<file path="src/rtl/data_axi_bridge_pkg.sv">
// Shared definitions for the data-side AXI bridge: FSM encodings, AXI
// constants, the bridge ID and the kseg0/kseg1 address tag.
package data_axi_bridge_pkg;

    typedef enum logic [2:0] {
        ST_IDLE  = 3'd0,
        ST_RADDR = 3'd1,
        ST_RDATA = 3'd2,
        ST_WREQ  = 3'd3,
        ST_WRESP = 3'd4,
        ST_DONE  = 3'd5
    } state_e;

    localparam logic [1:0] BURST_INCR  = 2'b01;
    localparam logic [2:0] SIZE_BYTE   = 3'd0;
    localparam logic [2:0] SIZE_HALF   = 3'd1;
    localparam logic [2:0] SIZE_WORD   = 3'd2;
    localparam logic [3:0] DATA_AXI_ID = 4'd1;

    // kseg0 (3'b100) and kseg1 (3'b101) share the two top address bits 2'b10.
    localparam logic [1:0] KSEG01_TAG  = 2'b10;

    // Transfer size implied by a lane-aligned byte strobe.
    function automatic logic [2:0] size_from_strb(input logic [3:0] strb);
        logic [2:0] size;
        case (strb)
            4'b1111:          size = SIZE_WORD;
            4'b0011, 4'b1100: size = SIZE_HALF;
            default:          size = SIZE_BYTE;
        endcase
        return size;
    endfunction

endpackage

</file>
<file path="src/rtl/data_axi_bridge_axi_addr_map.sv">
// Virtual-to-physical translation: kseg0/kseg1 fold onto the low 512 MiB,
// every other segment passes through unchanged.
module axi_addr_map
    import data_axi_bridge_pkg::*;
#(
    parameter int ADDR_W = 32
) (
    input  logic [ADDR_W-1:0] vaddr_i,
    output logic [ADDR_W-1:0] paddr_o
);

    // Clear the segment bits for unmapped kernel segments.
    always_comb begin
        paddr_o = vaddr_i;
        if (vaddr_i[ADDR_W-1 -: 2] == KSEG01_TAG) begin
            paddr_o[ADDR_W-1 -: 3] = 3'b000;
        end
    end

endmodule

</file>
<file path="src/rtl/data_axi_bridge.sv">
// Data-side memory port: turns one SRAM-style load/store into a single-beat
// AXI4 read or write and stalls the pipeline until it has completed.
//
// Handshakes: a channel transfers on a rising clk edge where valid and ready
// are both high; arvalid/awvalid/wvalid stay high from assertion until that
// edge, independent of flush, stall or the slave's ready.
module data_axi_bridge
    import data_axi_bridge_pkg::*;
#(
    parameter logic [3:0] AXI_ID = DATA_AXI_ID,
    parameter int         ADDR_W = 32
) (
    input  logic              clk,
    input  logic              rst,
    input  logic              flush,
    input  logic              data_sram_en,
    input  logic [3:0]        data_sram_wen,
    input  logic [ADDR_W-1:0] data_sram_addr,
    input  logic [31:0]       data_sram_wdata,
    output logic [31:0]       data_sram_rdata,
    output logic              stallreq,
    output logic [3:0]        arid,
    output logic [ADDR_W-1:0] araddr,
    output logic [7:0]        arlen,
    output logic [2:0]        arsize,
    output logic [1:0]        arburst,
    output logic              arvalid,
    input  logic              arready,
    input  logic [31:0]       rdata,
    input  logic [1:0]        rresp,
    input  logic              rlast,
    input  logic              rvalid,
    output logic              rready,
    output logic [3:0]        awid,
    output logic [ADDR_W-1:0] awaddr,
    output logic [7:0]        awlen,
    output logic [2:0]        awsize,
    output logic [1:0]        awburst,
    output logic              awvalid,
    input  logic              awready,
    output logic [3:0]        wid,
    output logic [31:0]       wdata,
    output logic [3:0]        wstrb,
    output logic              wlast,
    output logic              wvalid,
    input  logic              wready,
    input  logic [1:0]        bresp,
    input  logic              bvalid,
    output logic              bready,
    output logic [2:0]        dbg_state_o
);

    state_e            state_q, state_d;
    logic [ADDR_W-1:0] paddr_q, paddr_d;
    logic [31:0]       wdata_q, wdata_d;
    logic [3:0]        wen_q, wen_d;
    logic              aw_done_q, aw_done_d;
    logic              w_done_q, w_done_d;
    logic [31:0]       rdata_q, rdata_d;
    logic [ADDR_W-1:0] paddr_map;
    logic              aw_ok, w_ok;
    logic              unused_resp;

    // Responses are not checked; an error beat is treated like OKAY.
    assign unused_resp = ^{rresp, rlast, bresp};

    axi_addr_map #(.ADDR_W(ADDR_W)) u_addr_map (
        .vaddr_i (data_sram_addr),
        .paddr_o (paddr_map)
    );

    assign arid    = AXI_ID;
    assign awid    = AXI_ID;
    assign wid     = AXI_ID;
    assign arlen   = 8'd0;
    assign awlen   = 8'd0;
    assign arburst = BURST_INCR;
    assign awburst = BURST_INCR;
    assign wlast   = 1'b1;
    // Loads are always word reads; the MEM stage picks bytes/halves itself.
    assign araddr  = {paddr_q[ADDR_W-1:2], 2'b00};
    assign arsize  = SIZE_WORD;
    assign awaddr  = paddr_q;
    assign awsize  = size_from_strb(wen_q);
    assign wdata   = wdata_q;
    assign wstrb   = wen_q;
    assign data_sram_rdata = rdata_q;
    assign dbg_state_o     = state_q;

    // State and captured-request registers.
    always_ff @(posedge clk) begin
        if (rst) begin
            state_q   <= ST_IDLE;
            paddr_q   <= '0;
            wdata_q   <= '0;
            wen_q     <= '0;
            aw_done_q <= 1'b0;
            w_done_q  <= 1'b0;
            rdata_q   <= '0;
        end else begin
            state_q   <= state_d;
            paddr_q   <= paddr_d;
            wdata_q   <= wdata_d;
            wen_q     <= wen_d;
            aw_done_q <= aw_done_d;
            w_done_q  <= w_done_d;
            rdata_q   <= rdata_d;
        end
    end

    // Next-state logic and AXI/stall outputs.
    always_comb begin
        state_d   = state_q;
        paddr_d   = paddr_q;
        wdata_d   = wdata_q;
        wen_d     = wen_q;
        aw_done_d = aw_done_q;
        w_done_d  = w_done_q;
        rdata_d   = rdata_q;
        arvalid   = 1'b0;
        rready    = 1'b0;
        awvalid   = 1'b0;
        wvalid    = 1'b0;
        bready    = 1'b0;
        stallreq  = 1'b0;
        aw_ok     = 1'b0;
        w_ok      = 1'b0;
        case (state_q)
            ST_IDLE: begin
                aw_done_d = 1'b0;
                w_done_d  = 1'b0;
                if (data_sram_en && !flush) begin
                    stallreq = 1'b1;
                    paddr_d  = paddr_map;
                    wdata_d  = data_sram_wdata;
                    wen_d    = data_sram_wen;
                    state_d  = (data_sram_wen == 4'b0000) ? ST_RADDR : ST_WREQ;
                end
            end
            ST_RADDR: begin
                stallreq = 1'b1;
                arvalid  = 1'b1;
                if (arready) begin
                    state_d = ST_RDATA;
                end
            end
            ST_RDATA: begin
                stallreq = 1'b1;
                rready   = 1'b1;
                if (rvalid) begin
                    rdata_d = rdata;
                    state_d = ST_DONE;
                end
            end
            ST_WREQ: begin
                stallreq = 1'b1;
                awvalid  = !aw_done_q;
                wvalid   = !w_done_q;
                aw_ok    = aw_done_q || awready;
                w_ok     = w_done_q || wready;
                if (aw_ok && w_ok) begin
                    aw_done_d = 1'b0;
                    w_done_d  = 1'b0;
                    state_d   = ST_WRESP;
                end else begin
                    aw_done_d = aw_ok;
                    w_done_d  = w_ok;
                end
            end
            ST_WRESP: begin
                stallreq = 1'b1;
                bready   = 1'b1;
                if (bvalid) begin
                    state_d = ST_DONE;
                end
            end
            ST_DONE: begin
                state_d = ST_IDLE;
            end
            default: begin
                state_d = ST_IDLE;
            end
        endcase
    end

endmodule

</file>
<file path="config.mk">
export PLATFORM = sky130hd
export DESIGN_NAME = data_axi_bridge
export DESIGN_NICKNAME = d
export VERILOG_FILES = /design/src/rtl/data_axi_bridge_pkg.sv /design/src/rtl/data_axi_bridge_axi_addr_map.sv /design/src/rtl/data_axi_bridge.sv
export SDC_FILE = /design/constraint.sdc
export NUM_CORES = 1
export LEC_CHECK = 0
export CELL_PAD_IN_SITES_DETAIL_PLACEMENT = 1
export CELL_PAD_IN_SITES_GLOBAL_PLACEMENT = 1
export CORE_MARGIN = 4
export CORE_UTILIZATION = 26
export CTS_CLUSTER_DIAMETER = 40
export DETAILED_ROUTE_END_ITERATION = 10
export PLACE_DENSITY_LB_ADDON = 0.1
export SETUP_SLACK_MARGIN = 0.5
export SYNTH_ARGS = -nofsm -noshare
export SYNTH_HDL_FRONTEND = slang
export SYNTH_SLANG_ARGS = --single-unit
</file>
<file path="constraint.sdc">
create_clock -name clk -period 2.5 [get_ports clk]
set_input_delay 0.5 -clock clk [delete_from_list [all_inputs] [get_ports clk]]
set_output_delay 0.5 -clock clk [all_outputs]
set_load 0.01 [all_outputs]
</file>
=== Word level (Yosys, flattened, before mapping) ===
Cells that the tools add are included.

* Flip-flop bits (word level): 105
* Input bits: 114
* Output and inout bits: 180
* Logic and storage cells: 55

* Equality and inequality tests: 13
* Multiplexer cells: 20
* Reductions and logical operators: 15

{| class="wikitable"
|+ Operator list
! operator !! count
|-
| two-way mux 3 bit || 6
|-
| case mux 3 bit (5 select lines) || 1
|-
| inequality test 2 bit (second input constant) || 5
|-
| equality test 4 bit (second input constant) || 2
|-
| two-way mux 1 bit || 8
|-
| equality test 3 x 2 -> 1 bit (second input constant) || 2
|-
| case mux 1 bit (2 select lines) || 3
|-
| AND reduction 5 bit || 1
|-
| equality test 4 x 2 -> 1 bit (second input constant) || 1
|-
| zero test 4 bit || 1
|-
| case mux 2 bit (2 select lines) || 1
|-
| AND reduction 2 bit || 2
|-
| OR reduction 4 bit || 1
|-
| equality test 3 x 1 -> 1 bit (second input constant) || 1
|-
| equality test 3 bit (second input constant) || 1
|-
| zero test 1 bit || 3
|-
| zero test 3 bit || 1
|-
| equality test 2 bit (second input constant) || 1
|-
| logical AND 1 bit || 2
|-
| logical OR 1 bit || 2
|-
| two-way mux 2 bit || 1
|-
| nonzero test 2 bit || 1
|-
| OR reduction 2 bit || 1
|}

=== Logic depth before layout (Yosys ltp) ===
* Word-level depth: 4
* Mapped depth: 7
* Mapped depth without buffers: 4

=== Cells and area by module ===
A second synthesis with hierarchy kept.

* Cell total of the unflattened synthesis: 598
* Area total of the unflattened synthesis: 4649.5 um2

{| class="wikitable"
|+ By module, submodules not included
! module !! instances !! cells an instance !! area each (um2) !! sequential area each (um2)
|-
| data_axi_bridge || 1 || 565 || 4405.5 || 2102.0
|-
| axi_addr_map || 1 || 33 || 244.0 || 0.0
|}

=== Worst setup path before layout ===
Ideal clock, no wire load.

* Kind: input port to output port
* Start: input port flush
* End: output port stallreq
* Arrival: 1097 ps
* Required time: 2000 ps
* Setup slack: 903 ps
* Cell stages on the path: 3
* Cells stage by stage: nand2b_1 > and3_1 > a21oi_1

* Cells in the longest elaborated chain, start to end: 4

{| class="wikitable"
|+ Ends and longest elaborated chain
! item !! RTL line !! source
|-
| start, declared || data_axi_bridge.sv:15 || <nowiki>input logic flush,</nowiki>
|-
| zero test 1 bit || data_axi_bridge.sv:132 || <nowiki>if (data_sram_en && !flush) begin</nowiki>
|-
| logical AND 1 bit || data_axi_bridge.sv:132 ||
|-
| two-way mux 1 bit || data_axi_bridge.sv:132 ||
|-
| case mux 1 bit (2 select lines) || data_axi_bridge.sv:128 || <nowiki>case (state_q)</nowiki>
|-
| end, declared || data_axi_bridge.sv:21 || <nowiki>output logic stallreq,</nowiki>
|}

No other way between the ends.

=== Worst setup path in the final report ===
Ends and elaborated chain as after synthesis.

==> summary.md <==
| Metric | Value |
|---|---|
| Vias per std cell | 4.32 |
| H-tree depth | 3 |
| Switch share | 32.7% |
| Rows | 47 |
| Max Clk Rate | 0.500 GHz |
| DR pass1 iterations | 4 |
| DRC violations left | 0 |
| Die width | 138 µm |
| Yosys warnings | 0 |
| Met3 Use GR | 6.04% |
| RSZ-0062 raised after global routing | true |
| Hold_ws | 0.456 ns |
| Synth Register Bits | 105 |
| CP bufs+invs | 2 |
| CTS tree | built |
| Max incr delay on CP | 0.40 ns |
| Dpl hpwl | 11400 µm |
| Die footprint | 19100 µm² |
| NetSw | 1.87 mW |
| Endpoints failing hold | 0 |
| I/O pins | 294 |
| Critical path type | in2out |
| Max cap viols | 0 |
| Most Crowded Layer GR | met2 |
| DRT antenna net count | 0 |
| Grt met1 use | 18.1% |
| DRT iter0 DRCs | 143 |
| First-pass GRT wire length | 24400 µm |
| Final #Nets | 890 |
| Commonest non-fill, non-tap cell in the layout | clkdlybuf4s50_1 |
| Post-synthesis mux area share | 0% |
| Placed cell count | 982 |
| Gr ovfl total | 0 |
| Root buffer cell | clkbuf_16 |
| Peak VDD IR | 331 µV |
| Post-Synth Simple-Gate Area | 21.9% |
| Cell family with most CP delay | buffers and inverters |
| Hold/Removal Path Class | reg2reg |
| Share of cells above drive strength 1 | 5.64% |
| Post-synthesis compound-gate area fraction | 13.7% |
| Final core occ | 42.6% |
| Tmin final | 2.00 ns |
| Starting density of the core | 26.6% |
| Pwr Density | 812 nW/µm² |
| Detailed Route WL | 15400 µm |
| Area Growth Syn to Fin | 60.1% |
| Fillers | 1990 |
| Gr usage total | 15.6% |
| Most frequent cells in the layout | 238 x clkdlybuf4s50_1, 206 x nand2_1, 104 x a21oi_1, 101 x dfxtp_1, 39 x conb_1 |
| Critical path, cell by cell | clkdlybuf4s50_1 -> nand2b_4 -> and3_1 -> a21oi_1 -> buf_2 |
| Vias post-DR | 4321 |
| Core area | 16600 µm² |
| Largest net degree at the start of global routing | 105 |
| LEAKAGE | 2.56 nW |
| Worst Setup End Kind | primary output |
| Clock share of power | 26.1% |
| Critical Path Start Type | input pin |
| Slew at the pin with the worst max-slew slack | 0.564 ns |
| Final TNS setup | 0 ns |
| Seq pwr share | 36.8% |
| CP Data Required Time | 2.00 ns |
| Logic gate share of total power | 37.1% |
| Tot Pwr | 5.74 mW |
| Vias in the first global route | 4388 |
| Clock Latency Late Sink | 0.34 ns |
| Outcome | completed |
| Initial antenna violation count | 1 |
| Num CTS Buffers | 9 |
| Post-layout instance area | 7060 µm² |
| Mapped cell area | 4410 µm² |
| Pre-CTS setup slack | -0.0122 ns |
| Synth unique cells | 31 |
| Slew Limit Fails | 0 |
| Internal power | 3.86 mW |
| CP max stage cell | clkdlybuf4s50_1 |
| Setup Skew | 0.00672 ns |
| Die height | 138 µm |
| Asr flop ratio synth | 0% |
| GPL Wtd Cong | 0.753 |
| Synth Instances | 570 |
| IO Port Bufs | 249 |
| EDFF count, synth | 0 |
| Number of clock sinks | 105 |
| Synth Area per Inst | 7.74 µm² |
| Final period util | 80.1% |
| Most used DFF post-synth | dfxtp_1 |
| Crit Path Max Fanout | 2 |
| Sequential fraction of the synthesis area | 47.6% |
| Non-Filler Instances | 1001 |
| XOR/XNOR Fraction of Synth Area | 0% |
| Final setup fails | 0 |
| Adder-Cell Fraction of Synth Area | 0% |
| Wirelength per Cell | 15.4 µm |
| Area post-placement | 6720 µm² |
| Largest family of logic cells by synthesized area | simple AND/OR/NAND/NOR gates |
| CTS Hold Bufs | 0 |
| PnR worst setup slack | 0.499 ns |
| Max Buffers Root-to-Sink | 2 |
| Arrival @ worst endpoint | 1.50 ns |
| Worst-path clk slew | 0.07 ns |
| Met2 Usage GRT | 26.4% |
| Slew margin rel. | 62.4% |
-- final timing paths --
path                                    start                          endpoint  slack, ns  cells past startpoint
hold reg to reg         wdata[3]$_SDFFE_PP0P_             wdata[3]$_SDFFE_PP0P_       0.46                      2
hold / removal          wdata[3]$_SDFFE_PP0P_             wdata[3]$_SDFFE_PP0P_       0.46                      2
setup reg to reg  dbg_state_o[2]$_SDFFE_PP0P_  data_sram_rdata[29]$_SDFFE_PP0P_       0.95                      6
setup / recovery                        flush                          stallreq       0.50                      5
-- synthesized netlist by cell type, types with 2 or more instances --
library cell / instances / area, µm²
nand2_1: 206 / 773
dfxtp_1: 105 / 2100
a21oi_1: 104 / 521
buf_4: 72 / 541
clkbuf_1: 19 / 71.3
buf_2: 9 / 45.0
nor2_1: 8 / 30.0
o21ai_0: 7 / 35.0
buf_6: 5 / 56.3
inv_1: 4 / 15.0
nor3_1: 4 / 20.0
nand2b_1: 3 / 18.8
nand3_1: 3 / 15.0
and2_1: 2 / 12.5
conb_1: 2 / 7.51
or3_1: 2 / 12.5
-- area by class of cell --
type / count / area, µm² / share of cell area [%]
Clock buffer: 9 / 225 / 3.19
Sequential cell: 105 / 2110 / 29.9
Tap cell: 220 / 275 / 3.90
Inverter: 5 / 18.8 / 0.266
Antenna cell: 1 / 2.50 / 0.0354
Clock inverter: 6 / 83.8 / 1.19
Timing Repair Buffer: 263 / 2620 / 37.1
Multi-Input combinational cell: 392 / 1720 / 24.4
-- state kept, by name, indices dropped and copies added, names as in the netlist --
signal,cells
awaddr,32
data_sram_rdata,32
wdata,32
wstrb,4
dbg_state_o,3
aw_done_q,1
w_done_q,1
-- power groups by stage --
stage                     sequential [mW]  combinational [mW]  clock, mW
after floorplan                      2.22                1.05          0
after global placement               2.14                2.12          0
after detailed placement             2.15                2.16          0
after CTS                            2.12                2.13       1.57
after global routing                 2.15                2.35       1.64
final                                2.11                2.13       1.50
-- per-layer routing --
| metal | vias up | part of all wire [%] | wire, µm |
|---|---|---|---|
| met5 | - | 0 | 0 |
| met4 | 0 | 2.2 | 333 |
| li1 | 2128 | - | - |
| met3 | 20 | 8.6 | 1320 |
| met1 | 2004 | 41 | 6260 |
| met2 | 169 | 49 | 7470 |
-- kinds of logic after synthesis --
group | after synthesis
other | 2
buffers and inverters | 110
AO/OA/AOI/OAI | 117
AND/OR/NAND/NOR | 236
flip-flops | 105
-- tightest hold or removal path: stages, from the launching register on --
cell and delay [ns]:
dfxtp_1 0.31, nand2_1 0.05, a21oi_1 0.05
-- repair_timing --
action / in CTS / in global routing
resized for setup: 19 / 10
setup buffers: 0 / 3
setup endpoints to repair: 10 / 7
pin swaps: 0 / 1
Power figures use the tool's default switching activity.
